`src/rtl/uart_pkg.sv`:
```
// Shared UART definitions: frame state encoding and common constants.
// Both the transmitter and the receiver import this package.
package uart_pkg;

  // 50 MHz system clock divided down to 115200 baud
  localparam int UART_DIV_115200_50M = 434;
  localparam int UART_DATA_BITS      = 8;

  // Frame sequencing states
  typedef enum logic [2:0] {
    IDLE   = 3'd0,
    START  = 3'd1,
    DATA   = 3'd2,
    PARITY = 3'd3,
    STOP   = 3'd4
  } uart_state_t;

  // Parity over a data byte; odd parity is the inverse of the even result
  function automatic logic uart_parity(input logic [UART_DATA_BITS-1:0] b,
                                       input logic odd);
    return (^b) ^ odd;
  endfunction

endpackage

```
`src/rtl/uart_baud_gen.sv`:
```
// Bit-period timer: counts 0..DIVISOR-1 and flags the last cycle of each bit.
// restart forces the count back to 0 so a new frame starts on a clean bit.
module uart_baud_gen
  import uart_pkg::*;
#(
  parameter int DIVISOR = UART_DIV_115200_50M
) (
  input  logic clock,
  input  logic reset_n,
  input  logic restart,
  output logic tick
);

  if (DIVISOR < 2 || DIVISOR > 65535) begin : g_bad_divisor
    $error("uart_baud_gen: DIVISOR must be in 2..65535");
  end

  localparam logic [15:0] CNT_LAST = 16'(DIVISOR - 1);

  logic [15:0] cnt_q;

  // Free-running bit counter, wraps at the end of each bit period
  always_ff @(posedge clock or negedge reset_n) begin
    if (!reset_n)              cnt_q <= 16'd0;
    else if (restart)          cnt_q <= 16'd0;
    else if (cnt_q == CNT_LAST) cnt_q <= 16'd0;
    else                       cnt_q <= cnt_q + 16'd1;
  end

  assign tick = (cnt_q == CNT_LAST);

endmodule

```
`src/rtl/uart_transmitter.sv`:
```
// UART transmitter: start bit, 8 data bits LSB first, optional parity,
// 1 or 2 stop bits. One byte accepted per valid/ready handshake.
module uart_transmitter
  import uart_pkg::*;
#(
  parameter int DIVISOR    = UART_DIV_115200_50M,
  parameter int PARITY_EN  = 0,
  parameter int PARITY_ODD = 0,
  parameter int STOP_BITS  = 1
) (
  input  logic       utx_i_clock,
  input  logic       utx_i_reset_n,
  input  logic       utx_i_valid,
  input  logic [7:0] utx_i_data,
  output logic       utx_o_ready,
  output logic       utx_o_txd,
  output logic       utx_o_busy,
  output logic       utx_o_done
);

  if (DIVISOR < 2 || DIVISOR > 65535) begin : g_bad_divisor
    $error("uart_transmitter: DIVISOR must be in 2..65535");
  end
  if (STOP_BITS != 1 && STOP_BITS != 2) begin : g_bad_stop
    $error("uart_transmitter: STOP_BITS must be 1 or 2");
  end

  localparam logic STOP_LAST = 1'(STOP_BITS - 1);
  localparam logic ODD_SEL   = (PARITY_ODD != 0);
  localparam logic PAR_ON    = (PARITY_EN != 0);

  uart_state_t state_q;
  logic [7:0]  shift_q;     // bit 0 is the bit currently on the line
  logic [7:0]  byte_q;      // unshifted copy, used only for parity
  logic [2:0]  bit_idx_q;
  logic        stop_cnt_q;
  logic        txd_q;
  logic        ready_q;
  logic        busy_q;
  logic        done_q;
  logic        accept;
  logic        tick;

  assign accept = (state_q == IDLE) && ready_q && utx_i_valid;

  uart_baud_gen #(
    .DIVISOR (DIVISOR)
  ) u_baud (
    .clock   (utx_i_clock),
    .reset_n (utx_i_reset_n),
    .restart (accept),
    .tick    (tick)
  );

  // Frame sequencer; every output is registered so the line never glitches
  always_ff @(posedge utx_i_clock or negedge utx_i_reset_n) begin
    if (!utx_i_reset_n) begin
      state_q    <= IDLE;
      shift_q    <= 8'd0;
      byte_q     <= 8'd0;
      bit_idx_q  <= 3'd0;
      stop_cnt_q <= 1'b0;
      txd_q      <= 1'b1;
      ready_q    <= 1'b1;
      busy_q     <= 1'b0;
      done_q     <= 1'b0;
    end else begin
      done_q <= 1'b0;
      case (state_q)
        IDLE: begin
          txd_q   <= 1'b1;
          ready_q <= 1'b1;
          busy_q  <= 1'b0;
          if (accept) begin
            state_q    <= START;
            shift_q    <= utx_i_data;
            byte_q     <= utx_i_data;
            bit_idx_q  <= 3'd0;
            stop_cnt_q <= 1'b0;
            txd_q      <= 1'b0;
            ready_q    <= 1'b0;
            busy_q     <= 1'b1;
          end
        end
        START: begin
          if (tick) begin
            state_q <= DATA;
            txd_q   <= shift_q[0];
          end
        end
        DATA: begin
          if (tick) begin
            if (bit_idx_q == 3'd7) begin
              if (PAR_ON) begin
                state_q <= PARITY;
                txd_q   <= uart_parity(byte_q, ODD_SEL);
              end else begin
                state_q <= STOP;
                txd_q   <= 1'b1;
              end
            end else begin
              // Next bit is shift_q[1]; present it in the same edge as the shift
              shift_q   <= shift_q >> 1;
              bit_idx_q <= bit_idx_q + 3'd1;
              txd_q     <= shift_q[1];
            end
          end
        end
        PARITY: begin
          if (tick) begin
            state_q <= STOP;
            txd_q   <= 1'b1;
          end
        end
        STOP: begin
          if (tick) begin
            if (stop_cnt_q == STOP_LAST) begin
              state_q <= IDLE;
              ready_q <= 1'b1;
              busy_q  <= 1'b0;
              done_q  <= 1'b1;
              txd_q   <= 1'b1;
            end else begin
              stop_cnt_q <= stop_cnt_q + 1'b1;
            end
          end
        end
        default: begin
          state_q <= IDLE;
          txd_q   <= 1'b1;
        end
      endcase
    end
  end

  assign utx_o_txd   = txd_q;
  assign utx_o_ready = ready_q;
  assign utx_o_busy  = busy_q;
  assign utx_o_done  = done_q;

endmodule

```
`config.mk`:
```
export PLATFORM = sky130hd
export DESIGN_NAME = uart_transmitter
export DESIGN_NICKNAME = d
export VERILOG_FILES = /design/src/rtl/uart_pkg.sv /design/src/rtl/uart_baud_gen.sv /design/src/rtl/uart_transmitter.sv
export SDC_FILE = /design/constraint.sdc
export NUM_CORES = 1
export LEC_CHECK = 0
export ABC_AREA = 0
export CORE_AREA = 2 2 62 64
export DETAILED_ROUTE_END_ITERATION = 10
export DIE_AREA = 0 0 64 66
export GPL_TIMING_DRIVEN = 0
export PLACE_DENSITY = 0.74
export SLEW_MARGIN = 0
export SYNTH_ARGS = -nofsm -noshare
export SYNTH_HDL_FRONTEND = slang
export SYNTH_SLANG_ARGS = --single-unit
```
`constraint.sdc`:
```
create_clock -name utx_i_clock -period 3.7 [get_ports utx_i_clock]
set_clock_uncertainty 0.2 [all_clocks]
set_input_delay 0.37 -clock utx_i_clock [delete_from_list [all_inputs] [get_ports utx_i_clock]]
set_output_delay 0.37 -clock utx_i_clock [all_outputs]
set_load 0.01 [all_outputs]
```
==> impl_summary.log <==
INFO  metric status = finished, final reports clean
INFO  metric dp_hpwl = 2.33 mm
INFO  metric tightest_slew = 0.726 ns
INFO  metric grt_start_max_net_pins = 35
INFO  metric synth-warning-count = 0
INFO  metric pwr-share-comb = 0.279
INFO  metric synthesis.area = 1730 um^2
INFO  metric p_leak = 0.849 nW
INFO  metric vdd_ir_drop_max = 0.245 mV
INFO  metric cts_inserted_buffers = 5
INFO  metric num_antenna_cells = 0
INFO  metric ys_top_cells_by_count = dfrtp_1, nor2_1, nand2_1, xnor2_1, and2_1
INFO  metric globalRoute.totalOverflow = 0
INFO  metric power.net_switching = 0.349 mW
INFO  metric setup_repair_after_global_routing_missed_its_margin = false
INFO  metric drt_first_iter_violations = 113
INFO  metric core_area = 3550 um^2
INFO  metric gp_congestion = 0.807
INFO  metric finalMaxSlewViolations = 0
INFO  metric timing.critical_path.to_type = flop
INFO  metric post_route_cells_drive_above_1_share = 0.153
INFO  metric tritoncts = yes
INFO  metric critical_path.startpoint_type = flop
INFO  metric floorplan.io_pins = 15
INFO  metric route.antenna.remaining_nets = 0
INFO  metric worst_ep_required_time = 3.71 ns
INFO  metric yosysUniqueCellTypes = 44
INFO  metric power.share.switching = 0.308
INFO  metric worstHoldPathType = flop to flop
INFO  metric post_layout_nonfiller_instances = 231
INFO  metric synth.top_cell.area_share = 0.462
INFO  metric ctsHtreeMaxLevel = 2
INFO  metric path_clk_slew = 0.11 ns
INFO  metric synth-main-ff-cell = dfrtp_1
INFO  metric floorplan.die_area = 4220 um^2
INFO  metric critical_path.max_stage_delay = 0.39 ns
INFO  metric share_seq_of_total_power = 0.487
INFO  metric synth_most_common_cell = dfrtp_1
INFO  metric number_of_synthesized_flops_with_an_enable_pin = 0
INFO  metric dpl_worst_slack = 1.18 ns
INFO  metric synth-seq-area-share = 0.492
INFO  metric first_global_vias = 1293
INFO  metric grt.total_usage = 0.175
INFO  metric max_cap_violations = 0
INFO  metric critical-path-top-delay-family = simple AND/OR/NAND/NOR gates
INFO  metric worstPathMaxFanout = 10
INFO  metric floorplan.rows = 22
INFO  metric timing_worst_setup_path_type = flop to flop
INFO  metric flow.area_growth_from_synthesis = 16.3%
INFO  metric worstPathArrival = 2.56 ns
INFO  metric remaining_drc_errors = 0
INFO  metric max-clock-path-buffers = 2
INFO  metric power.density = 561 nW/um^2
INFO  metric tns = 0 ns
INFO  metric grt_antenna_before_repair = 0
INFO  metric chipWidth = 64 um
INFO  metric pwr-share-clk = 0.235
INFO  metric ys_ff_latch = 34
INFO  metric clock_insertion_delay_worst_skew = 0.34 ns
INFO  metric crit_buf_inv = 3
INFO  metric setup_viol_count_final = 0
INFO  metric avg_cell_area_syn = 10.8 um^2
INFO  metric finalNetCount = 197
INFO  metric netlist.top_cell.by_area = dfrtp_1
INFO  metric critical_path.most_common_cell = clkbuf_1
INFO  metric i_o_buffers = 14
INFO  metric power = 1.13 mW
INFO  metric vias = 1292
INFO  metric start_util = 0.488
INFO  metric hold_viol = 0
INFO  metric netlist_top_cells_area = dfrtp_1, nor2_1, xnor2_1
INFO  metric timing.critical_path.cells = clkbuf_1, or2_2, nor3_1, or2b_1, clkbuf_1, clkbuf_1, nor2_1
INFO  metric layout_worst_path_cycle_share = 0.689
INFO  metric detail_route.wl_per_cell = 13.9 um
INFO  metric worst_r2r_path_depth = 7
INFO  metric routed_via_density = 5.59
INFO  metric postLayoutCoreUtil = 0.568
INFO  metric drt_wl_total = 3.22 mm
INFO  metric synthesis.instances = 160
INFO  metric cts.sinks = 34
INFO  metric relSlewSlack = 0.516
INFO  metric hold_depth = 1
INFO  metric async_set_reset_flop_share_out_of_synthesis = 1.00
INFO  metric max_freq = 0.392 GHz
INFO  metric postSynthNetCount = 175
INFO  metric chipHeight = 66 um
INFO  metric crit_cells = 7
INFO  metric power.internal = 0.783 mW
INFO  metric dp.cells = 222
INFO  metric drt_pre_antenna_iters = 4
INFO  metric layout_setup_ws = 1.15 ns
INFO  metric finalWorstPathRequiredPeriod = 2.55 ns
INFO  metric clock_tree.root_cell = clkbuf_4
INFO  metric critical-path-slowest-cell = clkbuf_1
INFO  metric first_pass_grt_wire_length = 5.65 mm
[worst reg2reg max path, delay by kind of cell (launching register included)]
family	cells	cell delay [ns]
buffers and inverters	3	0.85
AND/OR/NAND/NOR	4	1.01
flip-flops	1	0.37
[area by class of cell]
cell class | count | area, um^2
inverter | 3 | 11.3
timing repair buffer | 15 | 145
multi-input combinational | 114 | 820
tap | 48 | 60.1
sequential | 34 | 853
clock buffer | 5 | 37.5
buffer | 9 | 50.0
clock inverter | 3 | 40.0
fill | 316 | 1530
[cells by family (layout without fill, tap and decap cells)]
family                     after synthesis  count (layout)  share of synthesized area
buffers and inverters                   12              35                     0.0353
xor gates and xnor gates                13              13                     0.0657
adders and majority gates                4               4                     0.0289
and+or+nand+nor                         71              71                      0.250
AOI/OAI and AO/OA                       24              24                      0.115
muxes                                    2               2                     0.0130
DFF                                     34              34                      0.492
[worst paths after layout]
path,endpoint,slack [ns],start
max in group asynchronous,u_baud.cnt_q[1],2.43,utx_i_reset_n
worst max register to register,u_baud.cnt_q[6],1.15,state_q[1]
worst min-delay path,utx_o_busy,0.30,utx_o_busy
worst max-delay path,u_baud.cnt_q[6],1.15,state_q[1]
worst min register to register,utx_o_busy,0.30,utx_o_busy
min in group asynchronous,u_baud.cnt_q[11],0.41,utx_i_reset_n
[placed cells by master, fill, tap and decap left out, drive strengths merged, types with 3 or more instances in the layout]
cell and count:
a221o 7, xnor2 8, buf 4, and2 7, nor2 22, xor2 5
nand3 6, dfrtp 32, nand4 6, ha 4, inv 3, nor3 7
clkbuf 11, nand2 9, a21oi 5, clkdlybuf4s50 13
[flip-flops by register name, summed over array words and instances (netlist names)]
register and cells:
utx_o_busy 1, utx_o_ready 1, shift_q 8, utx_o_done 1, u_baud.cnt_q 16, bit_idx_q 3, utx_o_txd 1, state_q 3
[layer usage]
layer	GRT usage	wire, um	vias to the layer above
met5	0	0	-
met4	0.0652	52	0
met3	0.0511	133	5
met2	0.307	1600	20
met1	0.202	1440	644
li1	-	-	623
[power by group through the flow]
stage                     combinational, mW  sequential (mW)  clock (mW)
after floorplan                       0.217            0.547           0
after global placement                0.304            0.550           0
after detailed placement              0.317            0.556           0
after CTS                             0.319            0.549       0.273
after global routing                  0.354            0.563       0.290
final                                 0.315            0.550       0.266
[through the flow]
stage               cell area, um^2  hold slack (ns)
floorplan                      1730           -0.126
global placement               1930            0.258
detailed placement             1930            0.274
CTS                            2020            0.299
global route                   2020            0.311
finish                         2020            0.296
[repair_timing]
| action | in CTS | in global routing |
|---|---|---|
| resized for setup | 0 | 0 |
| hold endpoints to repair | 32 | 0 |
| buffers inserted | 0 | 0 |
| endpoints found under the setup margin | 0 | 0 |
| hold buffers | 1 | 0 |
No activity file was read; power rests on OpenSTA's default activity.
